[src/rtl/pipe_hazard_ctrl.sv]
// Pipeline hazard controller: load-use interlock, branch redirect flush, dmem wait
// with timeout to a sticky bus error, and a saturating count of stalled fetch cycles.
module pipe_hazard_ctrl #(
  parameter int TIMEOUT = 255,
  parameter int CNT_W   = 16
) (
  input  logic             clk,
  input  logic             rst,
  input  logic [4:0]       id_rs1,
  input  logic [4:0]       id_rs2,
  input  logic             ex_memRead,
  input  logic [4:0]       ex_rd,
  input  logic             ex_redirect,
  input  logic             mem_req,
  input  logic             dmem_ready,
  output logic             pc_en,
  output logic             if_id_en,
  output logic             id_ex_en,
  output logic             ex_mem_en,
  output logic             if_id_flush,
  output logic             id_ex_flush,
  output logic             mem_wb_bubble,
  output logic             bus_err,
  output logic [CNT_W-1:0] stall_cycles
);

  typedef enum logic [1:0] {
    RUN      = 2'd0,
    MEM_WAIT = 2'd1,
    ERROR    = 2'd2
  } state_t;

  localparam logic [7:0] TIMEOUT_L = 8'(TIMEOUT);

  state_t     state, state_nxt;
  logic [7:0] to_cnt, to_cnt_nxt;
  logic       load_use;
  logic       release_eval;

  assign load_use = ex_memRead && (ex_rd != 5'd0) &&
                    ((ex_rd == id_rs1) || (ex_rd == id_rs2));

  // NOTE: every signal written here gets a default first, so no path can infer a latch.
  always_comb begin
    state_nxt     = state;
    to_cnt_nxt    = to_cnt;
    release_eval  = 1'b0;
    pc_en         = 1'b1;
    if_id_en      = 1'b1;
    id_ex_en      = 1'b1;
    ex_mem_en     = 1'b1;
    if_id_flush   = 1'b0;
    id_ex_flush   = 1'b0;
    mem_wb_bubble = 1'b0;
    bus_err       = 1'b0;

    case (state)
      RUN: begin
        if (mem_req && !dmem_ready) begin
          {pc_en, if_id_en, id_ex_en, ex_mem_en} = 4'b0000;
          mem_wb_bubble = 1'b1;
          state_nxt     = MEM_WAIT;
          to_cnt_nxt    = 8'd1;
        end else begin
          release_eval = 1'b1;
        end
      end
      MEM_WAIT: begin
        if (!dmem_ready) begin
          {pc_en, if_id_en, id_ex_en, ex_mem_en} = 4'b0000;
          mem_wb_bubble = 1'b1;
          if (to_cnt == TIMEOUT_L) state_nxt = ERROR;
          else                     to_cnt_nxt = to_cnt + 8'd1;
        end else begin
          // A ready in the timeout cycle still releases the access.
          release_eval = 1'b1;
          state_nxt    = RUN;
        end
      end
      default: begin
        {pc_en, if_id_en, id_ex_en, ex_mem_en} = 4'b0000;
        mem_wb_bubble = 1'b1;
        bus_err       = 1'b1;
        state_nxt     = ERROR;
      end
    endcase

    // EX/ID were frozen while waiting, so redirect and load-use are resolved only here.
    if (release_eval) begin
      if (ex_redirect) begin
        if_id_flush = 1'b1;
        id_ex_flush = 1'b1;
      end else if (load_use) begin
        pc_en       = 1'b0;
        if_id_en    = 1'b0;
        id_ex_flush = 1'b1;
      end
    end

    if (rst) begin
      {pc_en, if_id_en, id_ex_en, ex_mem_en} = 4'b0000;
      if_id_flush   = 1'b0;
      id_ex_flush   = 1'b0;
      mem_wb_bubble = 1'b1;
      bus_err       = 1'b0;
    end
  end

  // NOTE: sequential state uses non-blocking assignments so all registers update together.
  always_ff @(posedge clk or posedge rst) begin
    if (rst) begin
      state        <= RUN;
      to_cnt       <= 8'd0;
      stall_cycles <= '0;
    end else begin
      state  <= state_nxt;
      to_cnt <= to_cnt_nxt;
      if (!pc_en && (stall_cycles != {CNT_W{1'b1}}))
        stall_cycles <= stall_cycles + 1'b1;
    end
  end

endmodule

[config.mk]
export PLATFORM = sky130hd
export DESIGN_NAME = pipe_hazard_ctrl
export DESIGN_NICKNAME = d
export VERILOG_FILES = /design/src/rtl/pipe_hazard_ctrl.sv
export SDC_FILE = /design/constraint.sdc
export NUM_CORES = 1
export LEC_CHECK = 0
export ABC_CLOCK_PERIOD_IN_PS = 5100
export CORE_MARGIN = 2
export CORE_UTILIZATION = 49
export CTS_CLUSTER_SIZE = 16
export DETAILED_ROUTE_END_ITERATION = 8
export PLACE_DENSITY_LB_ADDON = 0.3
export SYNTH_ARGS = -nofsm -noshare
export SYNTH_HDL_FRONTEND = slang
export SYNTH_SLANG_ARGS = --single-unit
[constraint.sdc]
create_clock -name clk -period 5.1 [get_ports clk]
set_input_delay 1.02 -clock clk [delete_from_list [all_inputs] [get_ports clk]]
set_output_delay 1.02 -clock clk [all_outputs]
set_load 0.02 [all_outputs]
==> results.toml, run 1 <==
[critical_path]
critical_path_class = "primary input to output pin"
worst_setup_path_start_kind = "primary input"
endpoint_kind = "output pin"
r2r_setup_slack_ns = 2.79
arrival_ns = 3.35
path_max_fanout = 16
crit_required_ns = 4.08

[routing]
drt_iter0_drc = 21
postRouteWirelength_mm = 2.84
vias = 1191
avgRoutedWirePerCell_um = 12.9
first_pass_iters = 4
viasPerCell = 5.41
drc_errors = 0
ant_nets = 0

[power_and_ir_drop]
power_switching_w = 0.000194
power.share.clock_pct = 17.2
switching_share_pct = 33.0
ir_worst_vdd_v = 0.000358
p_int_w = 0.000394
combPwrFrac_pct = 35.3
seqPwrFrac_pct = 47.5
leakagePower_nw = 0.810
power_density_mw_per_mm2 = 307

[yosys]
yosysTopAreaCellShare_pct = 45.2
ys_seq_elements = 26
synth_ff_type = "dfrtp_1"
yosys.area_share.simple_pct = 25.0
async_flop_share_pct = 100
synth_top_family_by_area = "simple AND/OR/NAND/NOR gates"
synth_edf_count = 0
synth_xor_area_share_pct = 18.3
synth_adder_area_share_pct = 1.74
muxShareOfSynthArea_pct = 1.57
netlist-cell-type-count = 32
syn_nets = 169
ys_seq_area_share_pct = 45.2
synth_area_per_cell_um2 = 9.86
ys_top_cells_by_area = "dfrtp_1 45%, xnor2_1 9.7%, xor2_1 8.5%"
netlist_area_mm2 = 0.00144
synthCells = 146
synth_compound_area_share_pct = 4.35
synth-warning-count = 0
synth_top_area_cell = "dfrtp_1"

[global_route]
grt_usage_pct = 19.0
grt-ovfl-total = 0
use_met2_pct = 31.8
grt_max_degree = 27
met3_usage_pct = 4.02
grt_pass1_wl_mm = 5.00
grt_pass1_vias = 1210
antenna_found_initial = 0
top_usage_layer = "met2"
groute.layer.met1.usage_pct = 23.9

[clock_network]
cts_setup_buffers = 0
clk_latency_ns = 0.31
cts_max_level = 1
cts-buffers-inserted = 3
cts_buffer_depth = 2
cts_tree = "done"
clk_pin_slew_ns = 0.14
post_cts_resized = 0
root_buffer = "clkbuf_4"
hold_buffers = 0
cts.sinks = 26

[floorplanning]
die_area_mm2 = 0.00339
die_h_um = 58.2
dieWidth_um = 58.2
ios = 45
fp.coreArea_mm2 = 0.00278
row_count = 19
start_util_pct = 51.7

[sta]
drv_slew = 0
rsz0062_at_grt = "false"
slew-limit-headroom_pct = 37.3
tightest_slew_ns = 0.928
setup_viol = 0
max_freq_mhz = 229
fin_skew_ns = 0.00437
tns_ns = 0
hold_slack_ns = 0.503
hold_viol_final = 0
timing.final.crit_period_ns = 4.37
fin_crit_sh_pct = 85.6

[layout]
layout_commonest_cell = "clkdlybuf4s50_1"
diodes = 0
area_delta_synth_final_pct = 33.3
fin_nets = 213
drive_above_1_share_pct = 5.82
mostFrequentLayoutCells = "44 x clkdlybuf4s50_1, 26 x dfrtp_1, 16 x nand3_1, 16 x nor2_1, 16 x xnor2_1"
post-route-util_pct = 69.0
final_area_mm2 = 0.00192

[placed_design]
place_area_mm2 = 0.00188
gp_congestion = 0.754
place_hpwl_mm = 2.28
port_buffers = 44

[outcome]
outcome = "finished clean"

[run]
cap_violations = 0

[worst_hold_path]
holdCritPathClass = "flip-flop to flip-flop"
## area by class of cell
class	instances	area (µm²)
fill	211	863
multi-input combinational	110	733
sequential	26	651
timing repair buffer	44	440
tap	31	38.8
clock buffer	4	36.3
inverter	5	18.8
## Yosys cell counts (2+ instances only)
master and number:
and2_1 2, and3_1 4, and3_2 2, buf_2 2, buf_4 2, dfrtp_1 26
ha_1 2, inv_1 5, mux2_2 2, nand2_1 8, nand3_1 16, nand4_1 6
nor2_1 16, nor3_1 6, o21ai_0 2, xnor2_1 16, xor2_1 14
## logic make-up after synthesis
logic type,Yosys count
compound gates,7
xor+xnor,30
fa+ha+maj,2
buf+inv,10
flops,26
mux,2
simple gates,69
## path summary, 6_finish.rpt
kind                                    endpoint  depth (start not counted)              from
worst max register to register   stall_cycles[1]                          6   stall_cycles[0]
worst max-delay path                       pc_en                          6          ex_rd[1]
max in group asynchronous              to_cnt[7]                          2               rst
min in group asynchronous        stall_cycles[0]                          2               rst
worst min-delay path            stall_cycles[15]                          1  stall_cycles[15]
worst min register to register  stall_cycles[15]                          1  stall_cycles[15]
## sequential cells by signal, indices dropped and copies added, names as in the netlist
signal,flops
to_cnt,8
stall_cycles,16
state,2
## critical path, cell delays in order
cell	delay, ns
clkdlybuf4s50_1	0.46
or4_1	0.52
o21ai_0	0.38
o31ai_4	0.20
inv_1	0.14
clkdlybuf4s50_1	0.61
## stage by stage
stage	total power [W]	std cells	worst slack (ns)
2_1_floorplan	0.000392	146	1.38
3_3_place_gp	0.000484	216	0.786
3_5_place_dp	0.000493	216	0.731
4_1_cts	0.000594	220	0.731
5_1_grt	0.000625	220	0.608
6_report	0.000588	220	0.733
## power by group through the flow
stage | Clock, W | Sequential, W | Combinational, W
finish | 0.000101 | 0.000280 | 0.000207
global route | 0.000112 | 0.000286 | 0.000227
CTS | 0.000104 | 0.000280 | 0.000210
detailed placement | 0 | 0.000284 | 0.000209
global placement | 0 | 0.000281 | 0.000203
floorplan | 0 | 0.000309 | 0.0000829
## per-layer routing
| metal | wire length [µm] | up-vias | share of wire [%] |
|---|---|---|---|
| met5 | 0 | - | 0 |
| met4 | 28 | 0 | 0.98 |
| met3 | 146 | 4 | 5.1 |
| met2 | 1440 | 31 | 50 |
| met1 | 1230 | 568 | 43 |
| li1 | - | 588 | - |
(Power assumes the default switching activity.)
==> run 2, diff against run 1 <==
Settings changed: SKIP_CTS_REPAIR_TIMING from default to 1.
==> results of run 2 <==
The final DEF is identical to that of run 1; final timing and power are the same.
